## src/rtl/bcd_convert_arbiter.sv

```systemverilog
// bcd_convert_arbiter: round-robin arbiter sharing one BCD-to-binary converter among NUM_REQ requesters
// Ports:
//   clk_i, reset_ni        clock, asynchronous active-low reset
//   req_i, bcd_i           per-requester level request and BCD operand (requester k at [k*BCD_W +: BCD_W])
//   done_o, result_o       one-cycle completion pulse to the owner, registered binary result
//   grant_o, busy_o        one-hot converter owner, high outside IDLE
//   err_o                  one-cycle watchdog abort pulse to the owner
//   conv_*                 handshake with the shared converter
// Optional feature: define ARB_TIMEOUT_EN to enable the WAIT-state watchdog (TIMEOUT_CYC cycles).
module bcd_convert_arbiter #(
  parameter int NUM_REQ     = 4,
  parameter int BCD_W       = 13,
  parameter int BIN_W       = 32,
  parameter int TIMEOUT_CYC = 255
)(
  input  logic                     clk_i,
  input  logic                     reset_ni,
  input  logic [NUM_REQ-1:0]       req_i,
  input  logic [NUM_REQ*BCD_W-1:0] bcd_i,
  output logic [NUM_REQ-1:0]       done_o,
  output logic [BIN_W-1:0]         result_o,
  output logic [NUM_REQ-1:0]       grant_o,
  output logic                     busy_o,
  output logic [NUM_REQ-1:0]       err_o,
  output logic                     conv_start_o,
  output logic [BCD_W-1:0]         conv_bcd_o,
  input  logic                     conv_ready_i,
  input  logic                     conv_done_i,
  input  logic [BIN_W-1:0]         conv_binary_i
);
  localparam int PW = $clog2(NUM_REQ);
  typedef enum logic [1:0] {IDLE, START, WAIT, RESP} state_t;
  state_t state, state_nxt;
  logic [PW-1:0] ptr, owner, win, idx, owner_inc;
  logic any_req, take, abort;
  // scan downward so the requester closest to ptr is the last (winning) assignment
  always_comb begin
    win = '0;
    idx = '0;
    any_req = 1'b0;
    for (int i = NUM_REQ - 1; i >= 0; i--) begin
      idx = PW'((int'(ptr) + i) % NUM_REQ);
      if (req_i[idx]) begin
        win = idx;
        any_req = 1'b1;
      end
    end
  end
  assign take = state == IDLE && any_req && conv_ready_i;
  assign owner_inc = PW'((int'(owner) + 1) % NUM_REQ);
  always_comb begin
    state_nxt = state;
    unique case (state)
      IDLE:  state_nxt = take ? START : IDLE;
      START: state_nxt = WAIT;
      WAIT:  state_nxt = conv_done_i ? RESP : abort ? IDLE : WAIT;
      RESP:  state_nxt = IDLE;
    endcase
  end
  always_ff @(posedge clk_i or negedge reset_ni)
    if (!reset_ni) state <= IDLE;
    else state <= state_nxt;
  // owner is only meaningful outside IDLE, so grant and done derive from it and the state
  assign busy_o = state != IDLE;
  assign conv_start_o = state == START;
  assign grant_o = busy_o ? {{(NUM_REQ-1){1'b0}}, 1'b1} << owner : '0;
  assign done_o = state == RESP ? grant_o : '0;
  always_ff @(posedge clk_i or negedge reset_ni)
    if (!reset_ni) begin
      ptr <= '0;
      owner <= '0;
      conv_bcd_o <= '0;
      result_o <= '0;
    end else begin
      if (take) begin
        owner <= win;
        conv_bcd_o <= bcd_i[int'(win)*BCD_W +: BCD_W];
      end
      if (state == WAIT && conv_done_i) result_o <= conv_binary_i;
      if (state == RESP || abort) ptr <= owner_inc;
    end
`ifdef ARB_TIMEOUT_EN
  localparam int TW = $clog2(TIMEOUT_CYC + 1);
  logic [TW-1:0] wdog;
  // a done arriving on the final watchdog cycle still wins over the abort
  assign abort = state == WAIT && !conv_done_i && wdog == TW'(TIMEOUT_CYC - 1);
  always_ff @(posedge clk_i or negedge reset_ni)
    if (!reset_ni) begin
      wdog <= '0;
      err_o <= '0;
    end else begin
      wdog <= (state == WAIT && !conv_done_i && !abort) ? wdog + TW'(1) : '0;
      err_o <= abort ? grant_o : '0;
    end
`else
  assign abort = 1'b0;
  assign err_o = '0;
`endif
endmodule

```

## config.mk

```make
export PLATFORM = sky130hd
export DESIGN_NAME = bcd_convert_arbiter
export DESIGN_NICKNAME = d
export VERILOG_FILES = /design/src/rtl/bcd_convert_arbiter.sv
export SDC_FILE = /design/constraint.sdc
export NUM_CORES = 1
export LEC_CHECK = 0
export BUFFER_PORTS_ARGS = -buffer_cell sky130_fd_sc_hd__buf_4
export CELL_PAD_IN_SITES_DETAIL_PLACEMENT = 0
export CELL_PAD_IN_SITES_GLOBAL_PLACEMENT = 1
export CORE_UTILIZATION = 30
export DETAILED_ROUTE_END_ITERATION = 7
export PLACE_DENSITY = 0.87
export SLEW_MARGIN = 25
export SYNTH_ARGS = -nofsm -noshare
export SYNTH_HDL_FRONTEND = slang
export SYNTH_SLANG_ARGS = --single-unit
```

## constraint.sdc

```tcl
create_clock -name clk_i -period 3.9 [get_ports clk_i]
set_clock_uncertainty 0.15 [all_clocks]
set_input_delay 0.39 -clock clk_i [delete_from_list [all_inputs] [get_ports clk_i]]
set_output_delay 0.39 -clock clk_i [all_outputs]
set_load 0.01 [all_outputs]
```

Yosys cells after proc, flatten, opt, wreduce, memory -nomap -nowiden
Index checks and enable logic that the tools add are counted.

operators by class
  $add $sub $neg = 4
  multipliers = 1
  divide/modulo/power cells = 0
  $lt $le $gt $ge = 4
  equal/unequal tests = 3
  shifts and indexed selects = 2
  multiplexer cells = 21
  bitwise operators = 0
  reduce and logical (&&, ||, !) cells = 5

operator list
  kind                 number
  $shiftx 52x7->13     1
  $lt 2x3->1 const B   4
  $mux 1               10
  $bmux 1 s2           4
  $mux 2               4
  $mux 4               2
  $pmux 2 s4           1
  $mul 2x4->6 const B  1
  $add 2x1->2 const B  2
  $add 2x2->2 const B  2
  $eq 2x2->1 const B   2
  $shl 1x2->4 const A  1
  $logic_and 1x1->1    3
  $eq 2x1->1 const B   1
  $logic_not 2->1      1
  $reduce_bool 2->1    1

word-level totals
  bits in registers = 51
  bits in latches = 0
  memory bits (writable) = 0
  memory bits (read-only) = 0
  output and inout bits = 59
  logic and storage cells = 45
  memories kept = 0

Longest topological paths before layout
  depth after elaboration = 11
  depth in mapped cells = 7
  mapped depth without buffers = 5

Least setup slack after synthesis
Ideal clock, no wire load.

  path kind = register to register
  start = register state[0]
  end = register conv_bcd_o[10]
  library setup time = 90 ps
  data arrival time = 1,623 ps
  slack = 2,036 ps
  stages on the path, launching flop included = 7
  path through = dfrtp_1 inv_1 ha_1 nand3_1 or2_2 buf_2 o221ai_1

on the way
  cells in the longest elaborated chain, start to end = 3

ends and longest elaborated chain
  item                             line  text
  start: declaration               33    state_t state, state_nxt;
  start signal: assignment         62    else state <= state_nxt;
  $logic_not 2->1                  49    assign take = state == IDLE && any_req && conv_ready_i;
  $logic_and 1x1->1 (2 in series)  49
  end signal: assignment           77    conv_bcd_o <= bcd_i[int'(win)*BCD_W +: BCD_W];
  end: declaration                 26    output logic [BCD_W-1:0] conv_bcd_o,

No other way between the ends.
A chain may end at the register's enable or synchronous reset.

Worst setup path after layout
  start = register state[0]
  end = register conv_bcd_o[8]

The elaborated chain is that of the path after synthesis.

==> run summary <==
Sink Count - 51
Vias in the first global route - 2198
Fin crit share - 63.0%
Port Buffer Count - 146
DR WL/cell - 14.2 um
Worst slew pin tran - 706 ps
# rows - 32
Post-layout minimum cycle time - 2460 ps
Finish-stage setup viols - 0
Full die area - 8610 sq um
NumNets Final - 441
Slew Limit Fails - 0
Area Overhead vs Synth - 52.2%
Synth Area in Adders - 4.05%
Worst Path Required - 3950 ps
RSZ-0062 raised after global routing - false
Max H-tree Level - 2
Mux share of post-synthesis cell area - 25.9%
Largest net degree at the start of global routing - 52
WS Path Type - reg -> reg
Num ports - 151
Largest family of logic cells by synthesized area - multiplexers
CP peak stage delay - 610 ps
Clk_lat worst skew - 290 ps
Syn_area_per_cell - 12.7 sq um
Fraction of layout cells with a size suffix above 1 - 55.6%
Iter 0 DRT Violations - 41
Die width - 92.8 um
Initial Util - 31.5%
VDD IR max - 0.387 mV
Crit-path slowest cell - nand2b_1
Clk slew on worst S/H paths - 100 ps
Filler cell count - 750
Max Buffers Root-to-Sink - 2
Remaining Overflow, GRT - 0
Placer Congestion - 0.722
Die H - 92.8 um
FMAX - 407 MHz
Cells after DPL - 435
Seq/Total Area, Yosys - 51.6%
Worst path bufs/invs - 1
# DRC - 0
CP top delay family - simple AND/OR/NAND/NOR gates
#FFs+latches synth - 51
Total GRT Usage - 14.8%
Via count - 2037
Cell Area, Synth - 2470 sq um
Pre-Repair DR Iteration Count - 4
Pwr dens - 712 nW/um^2
CTS tree - built
Crit Path Max Fanout - 19
Simple-gate share of the synthesized area - 7.18%
Dominant cell type by area after synthesis - dfrtp_1
CP endpoint kind - flip-flop
Routed Antenna Nets - 0
Clock root buffer - clkbuf_8
Slew headroom - 52.8%
Antenna Cells - 0
Compound-gate portion of the synthesized area - 6.07%
Final wirelength - 6.29 mm
Synth area leaders - dfrtp_1 (52%), mux2_2 (15%), mux2i_1 (11%), o221ai_1 (4.6%), ha_1 (4.0%)
CTS Buf Count - 5
Critical Path Start Type - flip-flop
Worst min path class - in -> reg
Synth warn - 0
Antenna violations before repair - 0
Non-Filler Instances - 444
Post-synthesis xor/xnor area fraction - 0%
Pleak - 1.92 nW
Final hold viol count - 0
MaxCap Viol Count - 0
Gate Count Post-Synth - 195
Synth cell types - 25
# Post-CTS Setup Buffers - 0
Setup TNS - 0 ps
Post-synth top area share - 51.6%
CP Data Arrival Time - 2510 ps
Fin Hold WS - 162 ps
Status - finished clean
First-pass GRT wire length - 9.98 mm
CORE AREA - 7850 sq um
DP HPWL - 4.84 mm
Overall power - 2.68 mW
Crit-path cells - inv_1 -> ha_1 -> nand3_1 -> nand2b_1 -> o221ai_1
Via-to-Cell Ratio - 4.59
[final timing paths]
| kind | cells past startpoint | slack, ps | to | from |
|---|---|---|---|---|
| worst max-delay path | 5 | 1440 | conv_bcd_o[8] | state[0] |
| worst min-delay path | 2 | 160 | result_o[27] | conv_binary_i[27] |
| worst max register to register | 5 | 1440 | conv_bcd_o[8] | state[0] |
| worst min register to register | 2 | 350 | conv_bcd_o[3] | conv_bcd_o[3] |
| max in group asynchronous | 2 | 2650 | conv_bcd_o[8] | reset_ni |
| min in group asynchronous | 2 | 500 | result_o[4] | reset_ni |
[synthesized netlist by cell type]
cell	number
dfrtp_1	51
mux2_2	33
mux2i_1	27
nand2_1	19
o221ai_1	13
ha_1	8
inv_1	5
nor2_1	5
and2_1	4
buf_4	4
nor2b_1	4
buf_1	3
nand2b_1	3
a21oi_1	2
buf_12	2
clkbuf_1	2
o21ai_0	2
a211o_1	1
a211oi_1	1
buf_2	1
buf_6	1
conb_1	1
nand3_1	1
nor3b_1	1
or2_2	1
[logic make-up (layout without fill, tap and decap cells)]
logic type               count (synthesis)  in the layout
AO/OA/AOI/OAI                           19             19
adder cells (fa/ha/maj)                  8              8
buffers and inverters                   18            162
flip-flops                              51             51
multiplexers                            60             60
other                                    1              4
AND/OR/NAND/NOR                         38             38
[cell usage in the layout (no fill, tap or decap), types with 4 or more instances in the layout]
cell type | netlist | final
and2_1 | 4 | 4
buf_4 | 4 | 148
clkbuf_8 | 0 | 5
conb_1 | 1 | 4
dfrtp_1 | 51 | 51
ha_1 | 8 | 8
inv_1 | 5 | 5
mux2_2 | 33 | 33
mux2i_1 | 27 | 27
nand2_1 | 19 | 19
nor2_1 | 5 | 5
nor2b_1 | 4 | 4
o221ai_1 | 13 | 13
[repair_timing]
action,CTS,global route
hold endpoints to repair,51,0
hold buffers,1,0
setup endpoints to repair,0,0
gates resized for setup,0,0
[per-stage QoR]
stage	utilization, %	instance area, sq um	worst slack (ps)
final	48.0	3760	1440
after global routing	48.0	3760	1220
after CTS	48.0	3760	1410
after detailed placement	46.1	3620	1440
after global placement	46.1	3620	1600
after floorplan	-	2480	2040
[flip-flops by register name, indices dropped and copies added, names as in the netlist]
signal	count
ptr	2
owner	2
state	2
result_o	32
conv_bcd_o	13
[layer usage]
metal,share of wire [%],global-route usage [%],vias up
li1,-,-,970
met1,38,15.8,988
met2,54,27.6,75
met3,7.3,5.25,4
met4,0.68,3.46,0
met5,0,0,-
[cell type report]
| type | count | area, sq um | share of cell area (%) |
|---|---|---|---|
| Multi-Input combinational cell | 129 | 1080 | 28.8 |
| Clock inverter | 3 | 67.6 | 1.79 |
| Sequential cell | 51 | 1280 | 33.9 |
| Timing Repair Buffer | 149 | 1120 | 29.8 |
| Clock buffer | 5 | 68.8 | 1.83 |
| Inverter | 5 | 18.8 | 0.499 |
| Tap cell | 102 | 128 | 3.39 |
[report_power, final]
group | internal [mW] | total (mW) | switching, mW
combinational | 0.725 | 1.30 | 0.571
sequential | 0.795 | 0.951 | 0.156
clock | 0.256 | 0.433 | 0.177
total | 1.78 | 2.68 | 0.905
(Power assumes the default switching activity.)
